File: src/rtl/access_pkg.sv
// Shared types and width helpers for the access door controller.
// Optional duress support is built when ACCESS_DURESS_EN is defined.
package access_pkg;

  typedef enum logic [1:0] {
    IDLE   = 2'd0,
    OPEN   = 2'd1,
    LOCKED = 2'd2
  } door_state_e;

  localparam int CODE_W_DEF      = 12;
  localparam int N_CODES_DEF     = 4;
  localparam int OPEN_CYCLES_DEF = 8;
  localparam int MAX_FAILS_DEF   = 3;
  localparam int LOCK_CYCLES_DEF = 16;

  function automatic int idx_w(input int n_codes);
    return (n_codes > 1) ? $clog2(n_codes) : 1;
  endfunction

  // Timer must hold the larger of the two reload values.
  function automatic int tmr_w(input int open_c, input int lock_c);
    int m;
    m = (open_c > lock_c) ? open_c : lock_c;
    return (m > 1) ? $clog2(m) : 1;
  endfunction

  function automatic int fail_w(input int max_fails);
    return $clog2(max_fails + 1);
  endfunction

endpackage

File: src/rtl/access_door_controller_code_matcher.sv
// Combinational code table lookup: lowest enabled matching slot wins.
module code_matcher
  import access_pkg::*;
#(
  parameter int CODE_W  = CODE_W_DEF,
  parameter int N_CODES = N_CODES_DEF,
  parameter int IDX_W   = idx_w(N_CODES)
) (
  input  logic [CODE_W-1:0]         code,
  input  logic [N_CODES*CODE_W-1:0] code_table,
  input  logic [N_CODES-1:0]        code_en,
  output logic                      hit,
  output logic [IDX_W-1:0]          idx
);

  logic [N_CODES-1:0] slot_hit;

  for (genvar i = 0; i < N_CODES; i++) begin : g_slot
    assign slot_hit[i] = code_en[i] && (code_table[i*CODE_W +: CODE_W] == code);
  end

  // Scan from the top so the lowest matching index is the last written.
  always_comb begin
    hit = 1'b0;
    idx = '0;
    for (int i = N_CODES - 1; i >= 0; i--) begin
      if (slot_hit[i]) begin
        hit = 1'b1;
        idx = IDX_W'(i);
      end
    end
  end

endmodule

File: src/rtl/access_door_controller.sv
// Door controller: code table match, timed open window, failure lockout.
// Define ACCESS_DURESS_EN to add the duress_code / duress_alert path.
module access_door_controller
  import access_pkg::*;
#(
  parameter int CODE_W      = CODE_W_DEF,
  parameter int N_CODES     = N_CODES_DEF,
  parameter int OPEN_CYCLES = OPEN_CYCLES_DEF,
  parameter int MAX_FAILS   = MAX_FAILS_DEF,
  parameter int LOCK_CYCLES = LOCK_CYCLES_DEF,
  localparam int IDX_W      = idx_w(N_CODES),
  localparam int FAIL_W     = fail_w(MAX_FAILS)
) (
  input  logic                      clk,
  input  logic                      rst,
`ifdef ACCESS_DURESS_EN
  input  logic [CODE_W-1:0]         duress_code,
  output logic                      duress_alert,
`endif
  input  logic                      code_valid,
  input  logic [CODE_W-1:0]         code,
  input  logic [N_CODES*CODE_W-1:0] code_table,
  input  logic [N_CODES-1:0]        code_en,
  input  logic                      emergency,
  output logic                      door,
  output logic                      busy,
  output logic                      granted,
  output logic                      denied,
  output logic                      lockout,
  output logic [IDX_W-1:0]          user_idx,
  output logic [FAIL_W-1:0]         fail_cnt
);

  localparam int TMR_W = tmr_w(OPEN_CYCLES, LOCK_CYCLES);
  localparam logic [TMR_W-1:0]  OPEN_LOAD = TMR_W'(OPEN_CYCLES - 1);
  localparam logic [TMR_W-1:0]  LOCK_LOAD = TMR_W'(LOCK_CYCLES - 1);
  localparam logic [FAIL_W-1:0] FAIL_LAST = FAIL_W'(MAX_FAILS - 1);

  door_state_e       state_q, state_d;
  logic [TMR_W-1:0]  timer_q, timer_d;
  logic [FAIL_W-1:0] fail_d;
  logic [IDX_W-1:0]  idx_d;
  logic              granted_d, denied_d, busy_d, lockout_d;

  logic              tbl_hit;
  logic [IDX_W-1:0]  tbl_idx;
  logic              accept;
  logic [IDX_W-1:0]  accept_idx;

  code_matcher #(
    .CODE_W  (CODE_W),
    .N_CODES (N_CODES),
    .IDX_W   (IDX_W)
  ) u_match (
    .code       (code),
    .code_table (code_table),
    .code_en    (code_en),
    .hit        (tbl_hit),
    .idx        (tbl_idx)
  );

`ifdef ACCESS_DURESS_EN
  logic duress_hit, alert_d;
  assign duress_hit = (code == duress_code);
  // Duress looks like an ordinary grant on slot 0 to anyone watching the door.
  assign accept     = duress_hit | tbl_hit;
  assign accept_idx = duress_hit ? '0 : tbl_idx;
  assign alert_d    = duress_alert | ((state_q == IDLE) & code_valid & duress_hit);
`else
  assign accept     = tbl_hit;
  assign accept_idx = tbl_idx;
`endif

  always_comb begin
    state_d   = state_q;
    timer_d   = timer_q;
    fail_d    = fail_cnt;
    idx_d     = user_idx;
    granted_d = 1'b0;
    denied_d  = 1'b0;
    case (state_q)
      IDLE: begin
        if (code_valid) begin
          if (accept) begin
            state_d   = OPEN;
            timer_d   = OPEN_LOAD;
            fail_d    = '0;
            idx_d     = accept_idx;
            granted_d = 1'b1;
          end else begin
            denied_d = 1'b1;
            if (fail_cnt == FAIL_LAST) begin
              state_d = LOCKED;
              timer_d = LOCK_LOAD;
              fail_d  = '0;
            end else begin
              fail_d = fail_cnt + 1'b1;
            end
          end
        end
      end
      OPEN, LOCKED: begin
        if (timer_q == '0) state_d = IDLE;
        else               timer_d = timer_q - 1'b1;
      end
      default: state_d = IDLE;
    endcase
    busy_d    = (state_d != IDLE);
    lockout_d = (state_d == LOCKED);
  end

  always_ff @(posedge clk) begin
    if (rst) begin
      state_q  <= IDLE;
      timer_q  <= '0;
      fail_cnt <= '0;
      user_idx <= '0;
      granted  <= 1'b0;
      denied   <= 1'b0;
      busy     <= 1'b0;
      lockout  <= 1'b0;
`ifdef ACCESS_DURESS_EN
      duress_alert <= 1'b0;
`endif
    end else begin
      state_q  <= state_d;
      timer_q  <= timer_d;
      fail_cnt <= fail_d;
      user_idx <= idx_d;
      granted  <= granted_d;
      denied   <= denied_d;
      busy     <= busy_d;
      lockout  <= lockout_d;
`ifdef ACCESS_DURESS_EN
      duress_alert <= alert_d;
`endif
    end
  end

  // Emergency bypasses the FSM entirely.
  assign door = (state_q == OPEN) | emergency;

endmodule

File: config.mk
export PLATFORM = sky130hd
export DESIGN_NAME = access_door_controller
export DESIGN_NICKNAME = d
export VERILOG_FILES = /design/src/rtl/access_pkg.sv /design/src/rtl/access_door_controller_code_matcher.sv /design/src/rtl/access_door_controller.sv
export SDC_FILE = /design/constraint.sdc
export NUM_CORES = 1
export LEC_CHECK = 0
export ABC_AREA = 1
export BUFFER_PORTS_ARGS = -buffer_cell sky130_fd_sc_hd__buf_2
export CAP_MARGIN = 30
export CELL_PAD_IN_SITES_DETAIL_PLACEMENT = 1
export CELL_PAD_IN_SITES_GLOBAL_PLACEMENT = 2
export CORE_AREA = 2 2 91 93
export CTS_CLUSTER_DIAMETER = 50
export DETAILED_ROUTE_END_ITERATION = 16
export DIE_AREA = 0 0 93 95
export GPL_TIMING_DRIVEN = 1
export PLACE_DENSITY = 0.79
export SYNTH_ARGS = -nofsm -noshare
export SYNTH_HDL_FRONTEND = slang
export SYNTH_SLANG_ARGS = --single-unit
File: constraint.sdc
create_clock -name clk -period 1.8 [get_ports clk]
set_clock_uncertainty 0.15 [all_clocks]
set_input_delay 0.09 -clock clk [delete_from_list [all_inputs] [get_ports clk]]
set_output_delay 0.09 -clock clk [all_outputs]
set_load 0.05 [all_outputs]
Word-level counts from Yosys, hierarchy flattened
Index checks and enable logic that the tools add are counted.
{ "word_totals": {"wordCells": 59, "output_inout_bits": 9, "register_bits": 14, "inputBits": 68} }
{ "classes": {"addsub": 2, "n_mux": 22, "eq_ne": 11, "n_reduce_logical": 13, "bitwise_logic": 3} }
{ "op_table": {"columns": ["op", "count"], "rows": [
  ["$eq 12x12->1", 4],
  ["$mux 2", 10],
  ["$mux 4", 4],
  ["$pmux 4 s2", 1],
  ["$eq 2x2->1 const B", 3],
  ["$mux 1", 6],
  ["$logic_and 1x1->1", 4],
  ["$logic_not 4->1", 1],
  ["$ne 2x2->1 const B", 2],
  ["$pmux 2 s2", 1],
  ["$reduce_and 4->1", 1],
  ["$reduce_bool 2->1", 2],
  ["$sub 4x1->4 const B", 1],
  ["$ne 3x3->1 const B", 1],
  ["$reduce_and 3->1", 1],
  ["$reduce_or 3->1", 1],
  ["$add 2x1->2 const B", 1],
  ["$eq 2x1->1 const B", 1],
  ["$logic_not 2->1", 1],
  ["$not 1->1", 2],
  ["$reduce_and 2->1", 1],
  ["$reduce_or 2->1", 1],
  ["$or 1x1->1", 1]
]} }

Longest topological paths before layout
{ "depth": {"ltp_word": 10, "depth_mapped": 13, "depth_no_buf": 13} }

By module
Synthesis repeated with hierarchy kept, for this count alone.
{ "unflattened": {"hier_cells": 268, "hier_area_um2": 1473.9} }
{ "modules_own_cells": {"columns": ["module", "cells_per_inst", "area_each_um2", "instances", "seq_area_each_um2"], "rows": [
  ["code_matcher", 171, 789.5, 1, 0.0],
  ["access_door_controller", 97, 684.4, 1, 280.3]
]} }

Worst setup path before layout
Ideal clock, no wire load.
{ "synth_path": {"kind": "flip-flop to flip-flop", "from": "reg fail_cnt[1]", "to": "reg busy", "setup_slack_ns": 0.252, "t_arrival_ns": 1.284, "t_required_ns": 1.536, "setup_ns": 0.114, "path_stages_with_launch": 8, "path_cell_list": "dfxtp_1 -> nand3b_1 -> nand2_1 -> inv_1 -> o21ai_0 -> nand2_1 -> nand2_1 -> nand2_1"} }
{ "synth_between": {"elab_chain_len": 6} }
{ "synth_rtl": {"columns": ["item", "line", "text"], "rows": [
  ["start, declared", "access_door_controller.sv:31", "output logic [FAIL_W-1:0] fail_cnt"],
  ["start signal, assigned", "access_door_controller.sv:128", "fail_cnt <= fail_d;"],
  ["$eq 2x2->1", "access_door_controller.sv:92", "if (fail_cnt == FAIL_LAST) begin"],
  ["$mux 2", "access_door_controller.sv:92", null],
  ["$mux 2", "access_door_controller.sv:84", "if (accept) begin"],
  ["$mux 2", "access_door_controller.sv:83", "if (code_valid) begin"],
  ["$pmux 2 s2", "access_door_controller.sv:81", "case (state_q)"],
  ["$reduce_bool 2->1", "access_door_controller.sv:108", "busy_d = (state_d != IDLE);"],
  ["end signal, assigned", "access_door_controller.sv:132", "busy <= busy_d;"],
  ["end, declared", "access_door_controller.sv:26", "output logic busy,"]
]} }
Every way passes these cells.
A chain may end at the register's enable or synchronous reset.

Worst setup path in the final report
{ "layout_path": {"from": "reg state_q[0]", "to": "out door"} }
{ "layout_between": {"elab_chain_len": 2} }
{ "layout_rtl": {"columns": ["item", "line", "text"], "rows": [
  ["start, declared", "access_door_controller.sv:39", "door_state_e state_q, state_d;"],
  ["start signal, assigned", "access_door_controller.sv:126", "state_q <= state_d;"],
  ["$eq 2x1->1", "access_door_controller.sv:141", "assign door = (state_q == OPEN) | emergency;"],
  ["$or 1x1->1", "access_door_controller.sv:141", null],
  ["end, declared", "access_door_controller.sv:25", "output logic door,"]
]} }
Every way passes these cells.

==> reports/metrics.csv <==
stage;metric;value;unit
placement;port bufs;76;
worst_setup_path;crit path max-delay cell type;dfxtp_1;
clock_network;H-tree levels;1;
clock_network;CTS root buffer;clkbuf_8;
worst_setup_path;Worst path top cell family by delay;buffers and inverters;
synth;share of flip-flops with an asynchronous set or reset;0;%
worst_setup_path;CP Data Arrival Time;1.38;ns
worst_setup_path;CP Capture Type;output pin;
worst_setup_path;Setup Crit Path Kind;reg2out;
global_route;GR Layer Usage met3;1.04;%
detailed_routing;DR DRC count;0;
sta;Final Worst Setup Slack;0.183;ns
detailed_routing;total wire length;5340;um
power;combinational power share;35.7;%
global_route;first-pass GRT wire length;9030;um
sta;final setup violation count;0;
synth;syn nets;374;
worst_setup_path;CP required;1.56;ns
power;Total Power;1.00;mW
detailed_routing;Routed wire per std cell;11.0;um
layout;Area Growth Syn to Fin;36.1;%
clock_network;clk_lat worst skew;0.25;ns
clock_network;CTS Buf Count;3;
synth;synthesized cell area;1600;sq um
clock_network;clk buf depth;2;
layout;Ant. Diodes;0;
placement;pre-CTS setup slack;0.143;ns
sta;Max-slew headroom;83.7;%
worst_setup_path;crit start category;flop;
global_route;GR peak layer;met2;
synth;YS warnings;0;
global_route;met2 GRT Util;23.6;%
global_route;met1 Usage GRT;16.4;%
job;Max Cap Violations;0;
detailed_routing;ANT nets after route;0;
clock_network;CTS tree;done;
placement;area of placed instances;2110;sq um
layout;sequential cell area;280;sq um
worst_setup_path;Critical path buffers and inverters;2;
layout;footprint of the multi-input gates;1110;sq um
sta;final slew viol count;0;
layout;final core occ;27.4;%
sta;post-layout min period;1.62;ns
sta;worst slew pin tran;0.242;ns
synth;Syn Area/Cell;5.29;sq um
floorplanning;io pins;77;
global_route;vias in the first global route;2021;
synth;number of synthesized register bits;14;
detailed_routing;DR vias;1954;
synth;Main synth FF type;dfxtp_1;
floorplanning;full die area;8840;sq um
worst_setup_path;Max Fanout on Critical Path;3;
power;sequential share of power;33.2;%
run_status;status;complete, no violations;
sta;Max Clock Freq;618;MHz
sta;Tcrit/Tclk final;89.8;%
worst_setup_path;CP cell instances;buf_4, ha_1, or2_2, buf_2;
power;Sw Share;34.0;%
detailed_routing;DRT iter0 DRCs;43;
sta;RSZ-0062 raised after global routing;false;
global_route;total gr overflow;0;
synth;Seq/Total Area, Yosys;17.5;%
worst_hold_path;HP Class;in2reg;
sta;Sum Neg Setup Slack;0;ns
power;switching power;340;uW
layout;layout cells sized above 1;29.8;%
placement;gpl congestion;0.783;
detailed_routing;iteration count of the initial detailed-routing pass;4;
floorplanning;die outline width;93;um
global_route;pin count of the biggest net entering global routing;11;
sta;endpoints failing hold;0;
power;Leakage;1.30;nW
clock_network;Clock transition at path regs;0.06;ns
power;Pwr Density;460;nW/um^2
layout;Finished Cell Area;2180;sq um
floorplanning;row count;33;
floorplanning;core area;7930;sq um
synth;post-synth cell types;27;
synth;EDFF count, synth;0;
layout;fill count;1093;
power;Clock power frac;31.1;%
clock_network;Post-CTS Repair Setup Buffers;0;
global_route;GRT Resource Usage Total;12.9;%
floorplanning;Initial Util;20.2;%
power;Power Internal;661;uW
placement;Final HPWL DP;4860;um
clock_network;clock sink total;14;
synth;Post-Syn Instances;302;
detailed_routing;DR vias/cell;4.01;
worst_setup_path;CP max stage delay;0.31;ns
worst_setup_path;R2R Setup Slk;0.20;ns
global_route;initial antenna violation count;0;
clock_network;# hold bufs at CTS;0;
layout;final net count;455;
power;Peak VDD IR;0.000171;V
floorplanning;Die Y-Extent;95;um
## metrics by stage
stage,hold WS (ns),cells
after floorplan,0.132,302
after global placement,0.278,483
after detailed placement,0.278,483
after CTS,0.0120,487
after global routing,0.0290,487
final,0.0161,487
## metal layers
layer | vias up | wire, um
met1 | 842 | 2470
li1 | 1066 | -
met4 | 0 | 47
met3 | 4 | 214
met5 | - | 0
met2 | 42 | 2610
## worst register-to-register path, stage by stage (launching register included)
cell	delay [ns]
dfxtp_1	0.35
inv_1	0.09
ha_1	0.34
o21ai_1	0.15
inv_1	0.09
o21ai_1	0.12
nand2_1	0.08
nand2_1	0.08
nand2_1	0.05
## power groups by stage
stage	clock, mW	combinational, mW	sequential [mW]
after floorplan	0	0.188	0.359
after global placement	0	0.356	0.339
after detailed placement	0	0.362	0.339
after CTS	0.322	0.363	0.332
after global routing	0.332	0.414	0.334
final	0.312	0.357	0.332
## cells by family after synthesis
family	count (synthesis)	synth area share (%)
fa+ha+maj	4	3.13
flops	14	17.5
compound gates	28	11.6
buf+inv	58	13.6
xor+xnor	5	2.74
simple gates	193	51.4
## timing repair
action / in CTS / in global routing
resized for setup: 0 / 4
endpoints found under the hold margin: 0 / 0
endpoints found under the setup margin: 0 / 7
## sequential cells by signal (all words and copies together) (netlist names)
register  cells
fail_cnt      2
denied        1
timer_q       4
user_idx      2
busy          1
lockout       1
state_q       2
granted       1
## worst paths after layout
| check | cells past startpoint | endpoint | startpoint |
|---|---|---|---|
| max | 4 | door | state_q[0]$_SDFF_PP0_ |
| max reg2reg | 8 | busy$_SDFF_PP0_ | state_q[1]$_SDFF_PP0_ |
| min reg2reg | 2 | timer_q[2]$_SDFFE_PP0P_ | timer_q[2]$_SDFFE_PP0P_ |
| min | 2 | timer_q[2]$_SDFFE_PP0P_ | rst |
## synth_stat cells, types with 2 or more instances
cell	count	area (sq um)
a211oi_1	2	15.0
a21oi_1	7	35.0
a21oi_2	3	26.3
dfxtp_1	14	280
ha_1	4	50.1
inv_1	45	169
inv_2	12	45.0
nand2_1	127	477
nand2_2	4	25.0
nand2_4	4	45.0
nand3_1	12	60.1
nand3b_1	2	15.0
nor2_1	31	116
nor2_2	2	12.5
o211ai_2	2	25.0
o21ai_0	8	40.0
o21ai_1	4	20.0
or2_0	4	25.0
or2_1	2	12.5
or2_2	2	12.5
xnor2_1	5	43.8
## cell type report
class | instances | share of cell area, %
multi-input cells | 230 | 50.9
flip-flops and latches | 14 | 12.9
well taps | 105 | 6.04
inverters | 57 | 9.83
clock buffers | 4 | 2.53
repair buffers | 77 | 17.8
## cells in the final DEF, fill, tap and decap left out, types with 3 or more instances in the layout
| cell type | instances |
|---|---|
| inv_1 | 45 |
| xnor2_1 | 5 |
| nand2_4 | 4 |
| a21oi_1 | 7 |
| ha_1 | 4 |
| nand2_1 | 126 |
| clkbuf_8 | 4 |
| o21ai_0 | 6 |
| nand2_2 | 5 |
| inv_2 | 12 |
| o21ai_1 | 5 |
| or2_0 | 4 |
| nor2_1 | 31 |
| nand3_1 | 12 |
| a21oi_2 | 3 |
| dfxtp_1 | 14 |
| buf_2 | 76 |
Power figures use the tool's default switching activity.
